## config.mk

```make
export PLATFORM = sky130hd
export DESIGN_NAME = stim_resp_sequencer
export DESIGN_NICKNAME = d
export VERILOG_FILES = /design/src/rtl/stim_resp_sequencer.sv
export SDC_FILE = /design/constraint.sdc
export NUM_CORES = 1
export LEC_CHECK = 0
export ABC_AREA = 1
export CORE_UTILIZATION = 47
export DETAILED_ROUTE_END_ITERATION = 12
export GPL_TIMING_DRIVEN = 0
export PLACE_DENSITY = 0.74
export REMOVE_ABC_BUFFERS = 1
export SLEW_MARGIN = 10
export SYNTH_ARGS = -nofsm -noshare
export SYNTH_HDL_FRONTEND = slang
export SYNTH_SLANG_ARGS = --single-unit
```

## constraint.sdc

```tcl
create_clock -name CK -period 1.3 [get_ports CK]
set_input_delay 0.13 -clock CK [delete_from_list [all_inputs] [get_ports CK]]
set_output_delay 0.13 -clock CK [all_outputs]
set_load 0.05 [all_outputs]
```

## src/rtl/stim_resp_sequencer.sv

```systemverilog
// Exhaustive stimulus/response sequencer for a small combinational circuit under test.
// Drives every pattern on N in ascending order. After each pattern it waits SETTLE_CYCLES
// clocks, samples dut_out, and offers the (pattern, response) record on a valid/ready
// interface. Accepted responses are compacted into a 16-bit MISR signature.
//
// Ports:
//   CK            clock, rising edge
//   reset         asynchronous active-high reset
//   start         begin a sweep (acted on only in IDLE or DONE)
//   dut_out       response from the circuit under test
//   N             stimulus driven to the circuit under test
//   busy          sweep in progress
//   rec_valid     record available
//   rec_ready     downstream accepts the record
//   rec_pattern   stimulus belonging to the record
//   rec_response  sampled response belonging to the record
//   done          sweep complete (level)
//   signature     MISR value, stable while done is high
module stim_resp_sequencer #(
  parameter int unsigned N_WIDTH       = 1,
  parameter int unsigned OUT_WIDTH     = 1,
  parameter int unsigned SETTLE_CYCLES = 1
) (
  input  logic                 CK,
  input  logic                 reset,
  input  logic                 start,
  input  logic [OUT_WIDTH-1:0] dut_out,
  output logic [N_WIDTH-1:0]   N,
  output logic                 busy,
  output logic                 rec_valid,
  input  logic                 rec_ready,
  output logic [N_WIDTH-1:0]   rec_pattern,
  output logic [OUT_WIDTH-1:0] rec_response,
  output logic                 done,
  output logic [15:0]          signature
);

  localparam logic [7:0]         CntReload = 8'(SETTLE_CYCLES - 1);
  localparam logic [N_WIDTH-1:0] NOne      = 1;

  typedef enum logic [1:0] {StIdle, StSettle, StEmit, StDone} state_e;

  state_e                 state_q, state_d;
  logic [7:0]             cnt_q, cnt_d;
  logic [N_WIDTH-1:0]     n_q, n_d;
  logic                   busy_q, busy_d;
  logic                   rec_valid_q, rec_valid_d;
  logic [N_WIDTH-1:0]     rec_pattern_q, rec_pattern_d;
  logic [OUT_WIDTH-1:0]   rec_response_q, rec_response_d;
  logic                   done_q, done_d;
  logic [15:0]            sig_q, sig_d;
  logic [15:0]            resp_ext;
  logic                   fb;

  assign resp_ext = 16'(rec_response_q);
  assign fb       = sig_q[15] ^ sig_q[14] ^ sig_q[12] ^ sig_q[3];

  // State and datapath registers
  always_ff @(posedge CK or posedge reset) begin
    if (reset) begin
      state_q        <= StIdle;
      cnt_q          <= '0;
      n_q            <= '0;
      busy_q         <= 1'b0;
      rec_valid_q    <= 1'b0;
      rec_pattern_q  <= '0;
      rec_response_q <= '0;
      done_q         <= 1'b0;
      sig_q          <= '0;
    end else begin
      state_q        <= state_d;
      cnt_q          <= cnt_d;
      n_q            <= n_d;
      busy_q         <= busy_d;
      rec_valid_q    <= rec_valid_d;
      rec_pattern_q  <= rec_pattern_d;
      rec_response_q <= rec_response_d;
      done_q         <= done_d;
      sig_q          <= sig_d;
    end
  end

  // Next-state logic
  always_comb begin
    state_d        = state_q;
    cnt_d          = cnt_q;
    n_d            = n_q;
    busy_d         = busy_q;
    rec_valid_d    = rec_valid_q;
    rec_pattern_d  = rec_pattern_q;
    rec_response_d = rec_response_q;
    done_d         = done_q;
    sig_d          = sig_q;
    unique case (state_q)
      StIdle, StDone: begin
        if (start) begin
          n_d     = '0;
          sig_d   = '0;
          done_d  = 1'b0;
          busy_d  = 1'b1;
          cnt_d   = CntReload;
          state_d = StSettle;
        end
      end
      StSettle: begin
        if (cnt_q == 8'd0) begin
          rec_response_d = dut_out;
          rec_pattern_d  = n_q;
          rec_valid_d    = 1'b1;
          state_d        = StEmit;
        end else begin
          cnt_d = cnt_q - 8'd1;
        end
      end
      StEmit: begin
        // rec_valid is always high in this state, so ready alone completes the handshake
        if (rec_ready) begin
          rec_valid_d = 1'b0;
          sig_d       = {sig_q[14:0], fb} ^ resp_ext;
          if (&n_q) begin
            busy_d  = 1'b0;
            done_d  = 1'b1;
            state_d = StDone;
          end else begin
            n_d     = n_q + NOne;
            cnt_d   = CntReload;
            state_d = StSettle;
          end
        end
      end
      default: state_d = StIdle;
    endcase
  end

  // Outputs come straight from registers
  always_comb begin
    N            = n_q;
    busy         = busy_q;
    rec_valid    = rec_valid_q;
    rec_pattern  = rec_pattern_q;
    rec_response = rec_response_q;
    done         = done_q;
    signature    = sig_q;
  end

endmodule

```

# == Word level (Yosys, flattened, before mapping) ==
# Cells that the tools add are included.
# op_classes
n_addsub,2
eq_ne,9
n_reduce_logical,11
n_mux,27
bitwise_logic,4
# op_table
op,count
two-way mux 16 bit,2
two-way mux 8 bit,4
one-hot mux 16 bit (2 select lines),1
one-hot mux 8 bit (3 select lines),1
bitwise XOR 16 x 1 -> 16 bit,1
!= test 2 bit (second input constant),6
two-way mux 1 bit,10
AND reduction 3 bit,3
zero test 8 bit,1
two-way mux 2 bit,4
one-hot mux 1 bit (2 select lines),4
AND reduction 4 bit,2
subtractor 8 x 1 -> 8 bit (second input constant),1
one-hot mux 2 bit (3 select lines),1
equality test 2 bit (second input constant),2
nonzero test 2 bit,2
bitwise XOR 1 bit,3
equality test 2 x 1 -> 1 bit (second input constant),1
zero test 2 bit,1
AND reduction 2 bit,1
OR reduction 2 bit,1
adder 1 bit (second input constant),1
# totals
out_inout_bits,22
register_bits,32
input_bits,5

# == Longest topological paths before layout ==
# logic_depth
word_depth,6
mapped_depth,10

# == Least setup slack after synthesis ==
# OpenSTA, ideal clock, no wires.
# synth_path
kind,register to register
start,reg state_q[0]
end,reg cnt_q[1]
path_stages_with_launch,9
setup_slack_ns,-0.121
required_ns,1.172
setup_time_ns,0.128
n_path_buf,0
arrival_time_ns,1.293
cell_sequence,dfrtp_1 -> inv_1 -> ha_1 -> nand2_1 -> nand2_4 -> inv_4 -> nand2_4 -> a21oi_2 -> o21ai_0
# synth_between
elab_chain_cells,4
word_cells_on_any_way,11
cone_classes,7 x eq/ne; 1 x mux; 3 x reduce/logical
# synth_lines
element,line,rtl
start: declaration,43,"state_e state_q, state_d;"
start signal: assignment,61,state_q <= StIdle;
start signal: assignment,71,state_q <= state_d;
equality test 2 bit / zero test 2 bit (equally long branches),94,unique case (state_q)
OR reduction 2 bit,94,
!= test 2 bit (no line),--,
AND reduction 4 bit (no line),--,
end signal: assignment,72,cnt_q <= cnt_d;
end: declaration,44,"logic [7:0] cnt_q, cnt_d;"
# Several ways; a longest one is shown, not always the timed one.
# A chain may end at the register's enable or synchronous reset.

# == Final worst setup path ==
# layout_path
start,reg state_q[0]
end,"reg sig_q[7], in the netlist signature[7]"
# layout_between
elab_chain_cells,4
word_cells_on_any_way,9
cone_classes,4 x eq/ne; 1 x mux; 4 x reduce/logical
# layout_lines
element,line,rtl
equality test 2 bit / zero test 2 bit (equally long branches),94,
OR reduction 2 bit,94,
!= test 2 bit (no line) / nonzero test 2 bit (equally long branches),--,
AND reduction 3 bit (no line),--,
end signal: assignment,79,sig_q <= sig_d;
end: declaration,51,"logic [15:0] sig_q, sig_d;"
# Several ways; a longest one is shown, not always the timed one.

==> results.json <==
{
  "p_int_mw": 2.917,
  "cts.path.max_buffers": 2,
  "critical-path-top-delay-family": "flip-flops",
  "crit_arrival_ps": 1650,
  "cp_max_fo": 8,
  "grt_setup_unrepaired": "true",
  "dominantRegCellSynth": "dfrtp_1",
  "r2r_slack_ps": -90,
  "hold_viol_final": 0,
  "syn_to_final_growth_pct": 43.75,
  "rr_startpoint": "state_q[0]",
  "cts.sinks": 32,
  "tightest_slew_ps": 652.5,
  "postRouteAntennaNets": 0,
  "cts-buffers-inserted": 5,
  "period_needed_ps": 1392,
  "grt_usage_pct": 21.22,
  "wl_mm": 3.535,
  "row_count": 21,
  "relSlewSlack_pct": 56.44,
  "power.share.combinational_pct": 58.5,
  "required_ps": 1560,
  "dr_total_vias": 1397,
  "drtIter0Drc": 60,
  "slew_violations": 0,
  "peakVddDrop_v": 0.001524,
  "post-route-period-util_pct": 107.1,
  "ctsHtreeMaxLevel": 2,
  "dp_slack_ps": -402.8,
  "outcome": "finished with violations",
  "cp_slowest_stage_delay_ps": 400,
  "synth_top_cell_by_area": "dfrtp_1",
  "yosysSeqAreaShare_pct": 48.45,
  "maxCapViolations": 0,
  "synthTopCellsByArea": "dfrtp_1 (48%), nand2_1 (9.1%), inv_1 (8.4%), o22ai_1 (5.3%), ha_1 (3.8%)",
  "antennaDiodeCount": 0,
  "swShare_pct": 45.60,
  "dr.pass1.iters": 4,
  "reg2reg_depth": 6,
  "setup_viol": 28,
  "switchingPower_mw": 2.445,
  "synth_edf_count": 0,
  "worstSetupPathType": "reg2reg",
  "via_per_inst": 4.936,
  "fin_tns_setup_ps": -1894,
  "crit_path_end_kind": "flop",
  "post-dp-hpwl_mm": 2.111,
  "root_buffer": "clkbuf_4",
  "finClkSkew_ps": 19.43,
  "cts_tree": "yes",
  "insertion_delay_ps": 330,
  "violations": "negative setup slack",
  "crit_start": "state_q[0]",
  "p_per_area_mw_per_mm2": 2257,
  "synth_top_cell_area_share_pct": 48.45,
  "layout_setup_ws_ps": -92.20,
  "grt.overflow.total": 0,
  "layout-drive-gt1-share_pct": 36.29,
  "yosysUniqueCellTypes": 26,
  "fp.dieH_um": 61.30,
  "hold_path_class": "in2async",
  "avgSynthCellArea_um2": 8.654,
  "first_global_vias": 1302,
  "critical_path_cell_count": 6,
  "fin_nets": 246,
  "dieArea_mm2": 0.003758,
  "start_util_pct": 49.14,
  "holdBufCountCts": 0,
  "wire_per_inst_um": 12.49,
  "crit_chain": "inv_2 > ha_4 > nor2_1 > nor2_4 > buf_4 > o22ai_1",
  "coreArea_mm2": 0.003363,
  "drc": 0,
  "critPathBufInv": 2,
  "p_leak_nw": 1.107,
  "ys_ff_latch": 32,
  "syn-instance-count": 191,
  "synth_most_common_cell": "nand2_1",
  "grt_start_max_net_pins": 33,
  "grt_pass1_wl_mm": 5.692,
  "ys_async_sr_fraction_pct": 100.0,
  "seq_power_share_pct": 25.7,
  "ys_top_cells_by_count": "nand2_1 (40), inv_1 (37), dfrtp_1 (32), o22ai_1 (14), nor2_1 (12)",
  "yosysWarnings": 0,
  "startpoint_type": "flop",
  "final_util_pct": 70.65,
  "die_w_um": 61.30,
  "io_buffers": 26,
  "antenna_found_initial": 0,
  "io_pins": 27,
  "fmax_mhz": 718.3,
  "critical_path.slowest_cell": "dfrtp_1",
  "clk_pin_slew_ps": 100,
  "synthesis.area_mm2": 0.001653,
  "rr_endpoint": "signature[7]",
  "gp_congestion": 0.8291,
  "pwr-share-clk_pct": 15.8,
  "crit_end": "signature[7]"
}
-- sequential cells by signal (all words and copies together) (netlist names) --
name and count:
state_q 2, cnt_q 8, signature 16, rec_pattern 1
rec_valid 1, N 1, done 1, rec_response 1
busy 1
-- cell type report --
type	instances	area, um^2
Clock buffer	7	65.06
Clock inverter	1	30.03
Fill cell	254	987.2
Inverter	39	173.9
Multi-Input combinational cell	118	834.6
Sequential cell	32	803.3
Tap cell	46	57.56
Timing Repair Buffer	40	411.6
-- logic make-up (layout without fill, tap and decap cells) --
logic type | count (synthesis) | in the layout | share of synthesized area, %
AOI/OAI and AO/OA | 35 | 35 | 13.55
xor gates and xnor gates | 2 | 2 | 1.060
adders and majority gates | 5 | 5 | 3.785
buffers and inverters | 42 | 87 | 10.82
DFF | 32 | 32 | 48.45
and+or+nand+nor | 75 | 76 | 22.33
-- power groups by stage --
stage / clock network (mW) / registers, mW / logic (mW)
finish: 0.845 / 1.38 / 3.14
CTS: 0.870 / 1.35 / 2.74
global placement: 0 / 1.36 / 2.20
floorplan: 0 / 1.63 / 1.49
global route: 0.905 / 1.40 / 3.44
detailed placement: 0 / 1.37 / 2.24
-- worst min-delay path by stage --
stage,to,depth (start not counted),slack [ps]
floorplan,N,1,250
global placement,done,2,480
detailed placement,busy,2,490
CTS,rec_response,3,400
global route,signature[7],2,250
finish,signature[7],2,200
-- metal layers --
layer | part of all wire [%] | GRT usage [%] | vias to the layer above
li1 | - | - | 699
met1 | 44 | 26.22 | 656
met2 | 51 | 35.71 | 37
met3 | 3.9 | 5.672 | 5
met4 | 1.8 | 7.792 | 0
met5 | 0 | 0 | -
-- layout by cell type (no fill, tap or decap), types with 2 or more instances in the layout --
| cell | count |
|---|---|
| nand2_2 | 6 |
| dfrtp_1 | 30 |
| o21ai_0 | 3 |
| nand2_8 | 5 |
| o22ai_1 | 14 |
| clkdlybuf4s15_2 | 21 |
| nand2_1 | 33 |
| clkinv_8 | 2 |
| buf_12 | 2 |
| o21ai_1 | 8 |
| nand2_4 | 5 |
| clkbuf_8 | 2 |
| nor2_4 | 4 |
| buf_4 | 12 |
| inv_1 | 32 |
| nand3_1 | 8 |
| clkdlybuf4s50_1 | 4 |
| dfrtp_2 | 2 |
| o21ai_2 | 6 |
| ha_4 | 3 |
| inv_2 | 4 |
| clkbuf_4 | 5 |
| nor2_1 | 11 |
-- metrics by stage --
step / instance area [um^2] / hold WS (ps) / total power [mW] / std cells
global placement: 1943 / 478.8 / 3.562 / 260
detailed placement: 1943 / 488.0 / 3.605 / 260
floorplan: 1625 / 246.2 / 3.124 / 188
finish: 2376 / 196.7 / 5.362 / 283
CTS: 2247 / 403.0 / 4.963 / 280
global route: 2376 / 252.3 / 5.745 / 283
-- what timing repair did --
| action | in CTS | in global routing |
|---|---|---|
| endpoints found under the setup margin | 54 | 33 |
| pin swaps | 9 | 3 |
| buffers inserted | 11 | 3 |
| gates resized for setup | 85 | 29 |
| gates cloned | 1 | 0 |
-- worst reg2reg max path: stages (launching register included) --
cell	delay, ps
dfrtp_1	400
inv_2	70
ha_4	210
nor2_1	260
nor2_4	70
buf_4	170
o22ai_1	160
No activity file was read; power rests on OpenSTA's default activity.
